`config.mk`:
```
export PLATFORM = sky130hd
export DESIGN_NAME = chu_avalon_ddfs_sweep_master_flat
export DESIGN_NICKNAME = d
export VERILOG_FILES = /design/src/rtl/chu_avalon_ddfs_sweep_master_if.sv /design/src/rtl/chu_avalon_ddfs_sweep_master.sv /design/src/flat_wrapper.sv
export SDC_FILE = /design/constraint.sdc
export NUM_CORES = 1
export LEC_CHECK = 0
export ABC_AREA = 1
export CAP_MARGIN = 25
export CORE_AREA = 2 2 106 211
export DETAILED_ROUTE_END_ITERATION = 8
export DIE_AREA = 0 0 108 213
export PLACE_DENSITY_LB_ADDON = 0.3
export SLEW_MARGIN = 30
export SYNTH_ARGS = -nofsm -noshare
export SYNTH_HDL_FRONTEND = slang
export SYNTH_SLANG_ARGS = --single-unit
export TNS_END_PERCENT = 30
```
`constraint.sdc`:
```
create_clock -name clk -period 1.8 [get_ports clk]
set_input_delay 0.45 -clock clk [delete_from_list [all_inputs] [get_ports clk]]
set_output_delay 0.45 -clock clk [all_outputs]
set_load 0.05 [all_outputs]
```
`src/rtl/chu_avalon_ddfs_sweep_master_if.sv`:
```
// rtl/chu_avalon_ddfs_sweep_master_if.sv - Avalon-MM write bus between sweep master and DDFS slave
interface chu_avalon_ddfs_sweep_master_if #(
  parameter int ADDR_W = 9
) ();
  logic [ADDR_W-1:0] address;
  logic              chipselect;
  logic              write;
  logic [31:0]       writedata;
  logic              waitrequest;

  modport master (
    output address,
    output chipselect,
    output write,
    output writedata,
    input  waitrequest
  );

  modport slave (
    input  address,
    input  chipselect,
    input  write,
    input  writedata,
    output waitrequest
  );
endinterface

```
`src/rtl/chu_avalon_ddfs_sweep_master.sv`:
```
// rtl/chu_avalon_ddfs_sweep_master.sv - Avalon-MM master programming a DDFS linear frequency sweep
module chu_avalon_ddfs_sweep_master #(
  parameter int                ADDR_W  = 9,
  parameter int                LEN_W   = 16,
  parameter int                DWELL_W = 24,
  parameter logic [ADDR_W-1:0] A_FCCW  = 9'h000,
  parameter logic [ADDR_W-1:0] A_FOCW  = 9'h001,
  parameter logic [ADDR_W-1:0] A_PHA   = 9'h002,
  parameter logic [ADDR_W-1:0] A_ENV   = 9'h003
) (
  input  logic               clk,
  input  logic               reset,
  input  logic               start,
  input  logic               abort,
  input  logic [25:0]        fccw_start,
  input  logic [25:0]        fccw_step,
  input  logic [LEN_W-1:0]   sweep_len,
  input  logic [DWELL_W-1:0] dwell_len,
  input  logic [15:0]        env_val,
  output logic               busy,
  output logic               done_tick,
  output logic [25:0]        cur_fccw,
  chu_avalon_ddfs_sweep_master_if.master avm
);

  typedef enum logic [2:0] {
    IDLE, WR_ENV, WR_FOCW, WR_PHA, WR_FCCW, DWELL, FIN
  } state_t;

  state_t             state, state_nx;
  logic [25:0]        fccw_r, step_r, fccw_nx;
  logic [LEN_W-1:0]   rem_r;
  logic [DWELL_W-1:0] dwell_r, dwell_cnt;
  logic [15:0]        env_r, env_src;
  logic               abort_pend, abort_hit, xfer, in_write;
  logic               write_nx;
  logic [ADDR_W-1:0]  addr_nx;
  logic [31:0]        data_nx;

  assign xfer      = avm.write & ~avm.waitrequest;
  assign abort_hit = abort | abort_pend;
  assign in_write  = (state == WR_ENV) || (state == WR_FOCW) ||
                     (state == WR_PHA) || (state == WR_FCCW);
  // The env word is driven the same edge it is latched, so bypass the register from IDLE.
  assign env_src   = (state == IDLE) ? env_val : env_r;

  always_comb begin
    state_nx = state;
    fccw_nx  = fccw_r;
    case (state)
      IDLE:    if (start) state_nx = WR_ENV;
      WR_ENV:  if (xfer) state_nx = abort_hit ? IDLE : WR_FOCW;
      WR_FOCW: if (xfer) state_nx = abort_hit ? IDLE : WR_PHA;
      WR_PHA: begin
        if (xfer) begin
          if (abort_hit)             state_nx = IDLE;
          else if (rem_r != '0)      state_nx = WR_FCCW;
          else                       state_nx = FIN;
        end
      end
      WR_FCCW: begin
        if (xfer) begin
          fccw_nx = fccw_r + step_r;
          if (abort_hit)             state_nx = IDLE;
          else if (dwell_r != '0)    state_nx = DWELL;
          else if (rem_r > LEN_W'(1)) state_nx = WR_FCCW;
          else                       state_nx = FIN;
        end
      end
      DWELL: begin
        if (abort)                          state_nx = IDLE;
        else if (dwell_cnt == DWELL_W'(1))  state_nx = (rem_r != '0) ? WR_FCCW : FIN;
      end
      FIN:     state_nx = IDLE;
      default: state_nx = IDLE;
    endcase
  end

  // Bus outputs are registered, so they are computed from the state being entered.
  always_comb begin
    write_nx = 1'b0;
    addr_nx  = '0;
    data_nx  = '0;
    case (state_nx)
      WR_ENV:  begin write_nx = 1'b1; addr_nx = A_ENV;  data_nx = {16'b0, env_src}; end
      WR_FOCW: begin write_nx = 1'b1; addr_nx = A_FOCW; end
      WR_PHA:  begin write_nx = 1'b1; addr_nx = A_PHA;  end
      WR_FCCW: begin write_nx = 1'b1; addr_nx = A_FCCW; data_nx = {6'b0, fccw_nx}; end
      default: ;
    endcase
  end

  always_ff @(posedge clk) begin
    if (!reset) begin
      state          <= IDLE;
      busy           <= 1'b0;
      done_tick      <= 1'b0;
      cur_fccw       <= '0;
      avm.write      <= 1'b0;
      avm.chipselect <= 1'b0;
      avm.address    <= '0;
      avm.writedata  <= '0;
      fccw_r         <= '0;
      step_r         <= '0;
      rem_r          <= '0;
      dwell_r        <= '0;
      dwell_cnt      <= '0;
      env_r          <= '0;
      abort_pend     <= 1'b0;
    end else begin
      state          <= state_nx;
      busy           <= (state_nx != IDLE);
      done_tick      <= (state_nx == FIN);
      avm.write      <= write_nx;
      avm.chipselect <= write_nx;
      avm.address    <= addr_nx;
      avm.writedata  <= data_nx;
      fccw_r         <= fccw_nx;
      if (state == IDLE && start) begin
        fccw_r     <= fccw_start;
        step_r     <= fccw_step;
        rem_r      <= sweep_len;
        dwell_r    <= dwell_len;
        env_r      <= env_val;
        abort_pend <= 1'b0;
      end else begin
        // An abort seen mid-stall must survive until the transfer completes.
        if (in_write && abort) abort_pend <= 1'b1;
        if (state == WR_FCCW && xfer) begin
          cur_fccw  <= fccw_r;
          rem_r     <= rem_r - LEN_W'(1);
          dwell_cnt <= dwell_r;
        end else if (state == DWELL) begin
          dwell_cnt <= dwell_cnt - DWELL_W'(1);
        end
      end
    end
  end

endmodule

```
`src/flat_wrapper.sv`:
```
// flat-port wrapper written by rule: the top's interface ports become plain ports
module chu_avalon_ddfs_sweep_master_flat 
#(
  parameter int                ADDR_W  = 9,
  parameter int                LEN_W   = 16,
  parameter int                DWELL_W = 24,
  parameter logic [ADDR_W-1:0] A_FCCW  = 9'h000,
  parameter logic [ADDR_W-1:0] A_FOCW  = 9'h001,
  parameter logic [ADDR_W-1:0] A_PHA   = 9'h002,
  parameter logic [ADDR_W-1:0] A_ENV   = 9'h003
)
  (clk, reset, start, abort, fccw_start, fccw_step, sweep_len, dwell_len, env_val, busy, done_tick, cur_fccw, avm_address, avm_chipselect, avm_write, avm_writedata, avm_waitrequest);
  chu_avalon_ddfs_sweep_master_if #(.ADDR_W(ADDR_W)) avm_i ();
  input  logic clk;
  input  logic reset;
  input  logic start;
  input  logic abort;
  input  logic [25:0] fccw_start;
  input  logic [25:0] fccw_step;
  input  logic [LEN_W-1:0] sweep_len;
  input  logic [DWELL_W-1:0] dwell_len;
  input  logic [15:0] env_val;
  output logic busy;
  output logic done_tick;
  output logic [25:0] cur_fccw;
  output wire logic [$bits(avm_i.address)-1:0] avm_address;
  output wire logic [$bits(avm_i.chipselect)-1:0] avm_chipselect;
  output wire logic [$bits(avm_i.write)-1:0] avm_write;
  output wire logic [$bits(avm_i.writedata)-1:0] avm_writedata;
  input wire logic [$bits(avm_i.waitrequest)-1:0] avm_waitrequest;
  assign avm_address = avm_i.address;
  assign avm_chipselect = avm_i.chipselect;
  assign avm_write = avm_i.write;
  assign avm_writedata = avm_i.writedata;
  assign avm_i.waitrequest = avm_waitrequest;
  chu_avalon_ddfs_sweep_master #(.ADDR_W(ADDR_W), .LEN_W(LEN_W), .DWELL_W(DWELL_W), .A_FCCW(A_FCCW), .A_FOCW(A_FOCW), .A_PHA(A_PHA), .A_ENV(A_ENV)) u_core (.clk(clk), .reset(reset), .start(start), .abort(abort), .fccw_start(fccw_start), .fccw_step(fccw_step), .sweep_len(sweep_len), .dwell_len(dwell_len), .env_val(env_val), .busy(busy), .done_tick(done_tick), .cur_fccw(cur_fccw), .avm(avm_i));
endmodule
```
# [Yosys cells after proc, flatten, opt, wreduce, memory -nomap -nowiden]
# Cells that the tools add are included.
[word_totals] register_bits=206 latchBits=0 ramBits=0 mem_bits_ro=0 input_bits=113 output_inout_bits=71 mem_count=0
[op_classes] n_addsub=3 multipliers=0 div_mod_pow=0 order_cmp=1 n_eq_ne=11 shift=0 muxes=26 bitwise_logic=5 reduce_logical=16
[op_table] op="$mux W26" count=3
[op_table] op="$pmux W26 S2" count=1
[op_table] op="$mux W16" count=3
[op_table] op="$mux W24" count=2
[op_table] op="$mux W3" count=10
[op_table] op="$add A26 B26 Y26" count=1
[op_table] op="$eq A24 B1 Y1 const B" count=1
[op_table] op="$reduce_bool A24 Y1" count=1
[op_table] op="$sub A24 B1 Y24 const B" count=1
[op_table] op="$pmux W3 S6" count=1
[op_table] op="$gt A16 B1 Y1 const B" count=1
[op_table] op="$reduce_bool A16 Y1" count=1
[op_table] op="$sub A16 B1 Y16 const B" count=1
[op_table] op="$eq A3 B2 Y1 const B" count=4
[op_table] op="$eq A3 B3 Y1 const B" count=4
[op_table] op="$mux W2" count=4
[op_table] op="$eq A3 B1 Y1 const B" count=2
[op_table] op="$pmux W2 S3" count=1
[op_table] op="$reduce_and A2 Y1" count=2
[op_table] op="$reduce_bool A2 Y1" count=2
[op_table] op="$reduce_or A4 Y1" count=1
[op_table] op="$logic_and A1 B1 Y1" count=3
[op_table] op="$logic_not A3 Y1" count=1
[op_table] op="$logic_or A1 B1 Y1" count=3
[op_table] op="6 further kinds" count=8

# [Depth between registers and ports, before layout]
[logic_depth] word_depth=9 mapped_depth=15

# [Worst setup path before layout]
# OpenSTA, ideal clock, no wires.
[synth_path] path_kind="register -> register" from="reg u_core.avm.chipselect (netlist name)" to="reg u_core.avm.writedata[12]" setup_ns=0.067 arrival_time_ns=2.028 required_time_ns=1.733 slack_ns=-0.295 stages_incl_launch_ff=13 n_path_buf=2 synth_period_minus_slack_ns=2.095 path_cell_list="dfxtp_1 > inv_1 > or2_1 > buf_2 > nor3_4 > o21bai_1 > nand2_1 > o21ai_2 > nand2_2 > nor2_4 > nand2_4 > buf_6 > o21ai_2"
[synth_rtl] element="end signal: assignment" line_no="chu_avalon_ddfs_sweep_master.sv:117" text="avm.writedata <= data_nx;"
[synth_rtl] element="end: declaration" line_no="chu_avalon_ddfs_sweep_master_if.sv:15" text="output writedata,"

# [Worst setup path in the final report]
[layout_path] from="reg u_core.fccw_r[9]" to="reg u_core.fccw_r[20]"
[layout_between] elab_chain_cells=4
[layout_rtl] element="start: declaration" line_no="chu_avalon_ddfs_sweep_master.sv:31" text="logic [25:0] fccw_r, step_r, fccw_nx;"
[layout_rtl] element="start signal: assignment" line_no="chu_avalon_ddfs_sweep_master.sv:118" text="fccw_r <= fccw_nx;"
[layout_rtl] element="start signal: assignment" line_no="chu_avalon_ddfs_sweep_master.sv:120" text="fccw_r <= fccw_start;"
[layout_rtl] element="$add A26 B26 Y26" line_no="chu_avalon_ddfs_sweep_master.sv:63" text="fccw_nx = fccw_r + step_r;"
[layout_rtl] element="$mux W26" line_no="chu_avalon_ddfs_sweep_master.sv:62" text="if (xfer) begin"
[layout_rtl] element="$mux W26" line_no="chu_avalon_ddfs_sweep_master.sv:50" text="case (state)"
[layout_rtl] element="$mux W26" line_no="chu_avalon_ddfs_sweep_master.sv:119" text="if (state == IDLE && start) begin"
# No other way between the ends.
# A chain may end at the register's enable or synchronous reset.

==> results.yml <==
status:
  status: "finished with violations"
  violations: "setup timing"
finish:
  ff_latch_area_mm2: 0.00393
  layout.cells.non_filler: 2139
  multi_input_area_mm2: 0.00649
  diodes: 0
  synthToLayoutAreaGrowth_pct: 52.7
  drive_gt1_share_pct: 34.0
  nets: 1998
  n_fill_cell: 1675
global_routing:
  grt_max_degree: 53
  grt_pass1_wl_um: 55000
  grt_pass1_vias: 11400
  grt_use_total_pct: 31.0
  antenna_found_initial: 0
  overflow: 0
cts:
  insertion_delay_ns: 0.46
  hold_buffers: 0
  cts_num_sinks: 193
  cts_buffers: 17
  path_clk_slew_ns: 0.07
  htreeDepth: 4
  cts_tree: "built"
  cts_max_path_buffers: 2
  cts-root-buf: "clkbuf_16"
routing:
  routed_wl_um: 36500
  dr.pass1.iters: 7
  wl_met1_um: 12100
  wire_per_inst_um: 17.1
  drc: 0
  vias: 11600
  routed.top_layer: "met4"
  met2_length_um: 20200
  wl_met3_um: 1340
  viasPerCell: 5.42
  dr.first_iter.drc_count: 652
  drtAntennaViolNets: 0
place:
  portBuffers: 170
  placed_cells: 2085
  place_hpwl_um: 26600
  place_ws_ns: -0.633
  gp_congestion: 0.956
die:
  die_h_um: 213
  start_util_pct: 47.6
  fp.dieW_um: 108
  die_area_mm2: 0.0230
  ios: 184
  row_count: 76
  coreArea_mm2: 0.0214
job:
  max_cap_viol_count: 0
critical_path:
  path_max_fanout: 4
  path_buf_inv: 1
  cp.required_ns: 2.14
  start_kind: "flip-flop"
  worstPathCellList: "ha_4 -> a21oi_2 -> o21ai_0 -> inv_1 -> nand2_1 -> nand2_1 -> nand3_1 -> nand2_1 -> nand2_2 -> nand2_2 -> nand2_2 -> a21oi_2"
  critical_path_class: "flip-flop to flip-flop"
  cpPeakStageDelay_ns: 0.40
  cp.arrival_ns: 2.41
  slowest_stage: "o21ai_0"
  critPathCaptureType: "flip-flop"
  crit_family: "simple AND/OR/NAND/NOR gates"
yosys:
  syn_inst: 1493
  synth-edff-count: 0
  synth_most_common_cell: "nand2_1"
  synthTopCellsByCount: "332 x nand2_1, 193 x dfxtp_1, 184 x nor2_1"
  ys.flop_type: "dfxtp_1"
  syn_area_per_cell_um2: 6.82
  syn_area_mm2: 0.0102
  synthTopCellsByArea: "dfxtp_1 38%, nand2_1 12%, a21oi_1 7.2%, nor2_1 6.8%, o21ai_0 6.3%"
  synthArstFlopShare_pct: 0
  ys_seq_area_share_pct: 38.0
  yosysWarnings: 0
  synth-seq-cells: 193
  synth_cell_types: 49
  synth_top_area_share_pct: 38.0
  yosysTopAreaCell: "dfxtp_1"
worst_hold_path:
  hp-class: "input pin to flip-flop"
power_and_ir_drop:
  peakVddDrop_uv: 724
  cellPowerDensity_mw_per_mm2: 720
  p_leak_nw: 7.12
timing:
  finalHoldViolCount: 0
  rsz0062_at_grt: "true"
  period_share_pct: 115
  setup_viol: 47
  period_minus_slack_ns: 2.06
  fin_skew_ns: 0.0113
  max_freq_mhz: 485
  finalMaxSlewViolations: 0
  setup_ws_ns: -0.263
[flip-flops by register name, summed over array words and instances, names as in the netlist]
name                   cells
u_core.rem_r              16
u_core.cur_fccw           26
u_core.avm.chipselect      1
u_core.done_tick           1
u_core.avm.address         2
u_core.dwell_r            24
u_core.env_r              16
u_core.avm.writedata      26
u_core.fccw_r             26
u_core.busy                1
u_core.state               3
u_core.abort_pend          1
u_core.dwell_cnt          24
u_core.step_r             26
[cells in the final DEF, fill, tap and decap left out, types with 19 or more instances in the layout]
cell type,instances
nor2_2,33
inv_2,19
buf_4,278
a21oi_1,123
a21oi_2,19
nand2_1,271
nand4_1,25
nand3_1,33
inv_1,139
nor2_1,137
o21ai_2,33
dfxtp_1,153
dfxtp_2,35
clkdlybuf4s50_1,110
o21ai_0,96
nand2_2,48
o211ai_1,29
ha_4,21
[cell type report]
cell class / instances / share of cell area (%)
multi-input cells: 1069 / 41.8
flip-flops and latches: 193 / 25.3
repair buffers: 413 / 22.9
inverters: 160 / 3.90
clock buffers: 20 / 2.94
well taps: 273 / 2.20
clock inverters: 11 / 0.974
[where the power goes]
part	total, mW	internal [mW]	switching (mW)
combinational	2.52	1.17	1.35
clock	4.01	2.27	1.74
sequential	4.66	4.49	0.162
[worst paths after layout]
| check | depth (start not counted) | to | from | slack [ns] |
|---|---|---|---|---|
| min reg2reg | 2 | u_core.env_r[14] | u_core.env_r[14] | 0.47 |
| max reg2reg | 12 | u_core.fccw_r[20] | u_core.fccw_r[9] | -0.26 |
| max | 12 | u_core.fccw_r[20] | u_core.fccw_r[9] | -0.26 |
| min | 3 | u_core.cur_fccw[2] | reset | 0.38 |
[layer usage]
metal  vias up  global-route usage [%]
met5         -                       0
met1      5431                    29.2
met4         0                    23.1
met2       408                    58.7
li1       5604                       -
met3       158                    4.30
[worst reg2reg max path, stage by stage, from the launching register on]
cell     delay [ns]
dfxtp_4        0.37
ha_4           0.32
a21oi_2        0.09
o21ai_0        0.40
inv_1          0.14
nand2_1        0.11
nand2_1        0.08
nand3_1        0.10
nand2_1        0.07
nand2_2        0.09
nand2_2        0.06
nand2_2        0.08
a21oi_2        0.05
[per-stage QoR]
step	cell area [um^2]	setup TNS (ns)	util (%)	hold slack, ns	total power, mW
2_1_floorplan	10300	-0.201	-	0.439	5.81
3_3_place_gp	13500	-62.36	63.3	0.450	6.77
3_5_place_dp	13500	-66.57	63.3	0.454	6.81
4_1_cts	14800	-3.59	69.2	0.368	11.0
5_1_grt	15500	-9.83	72.6	0.408	11.6
6_report	15500	-4.41	72.6	0.377	11.2
[cells by family after synthesis]
group	synth area share [%]
buffers and inverters	9.82
DFF	38.0
and+or+nand+nor	25.6
muxes	0.197
AOI/OAI and AO/OA	20.7
xor gates and xnor gates	1.81
adders and majority gates	3.88
other	0.0368
[repair_timing]
| item | in CTS | in global routing |
|---|---|---|
| gates resized for setup | 163 | 187 |
| setup endpoints to repair | 90 | 126 |
| buffers inserted | 9 | 13 |
| pin swaps | 34 | 64 |
| gates cloned | 0 | 1 |
No activity file was read; power rests on OpenSTA's default activity.
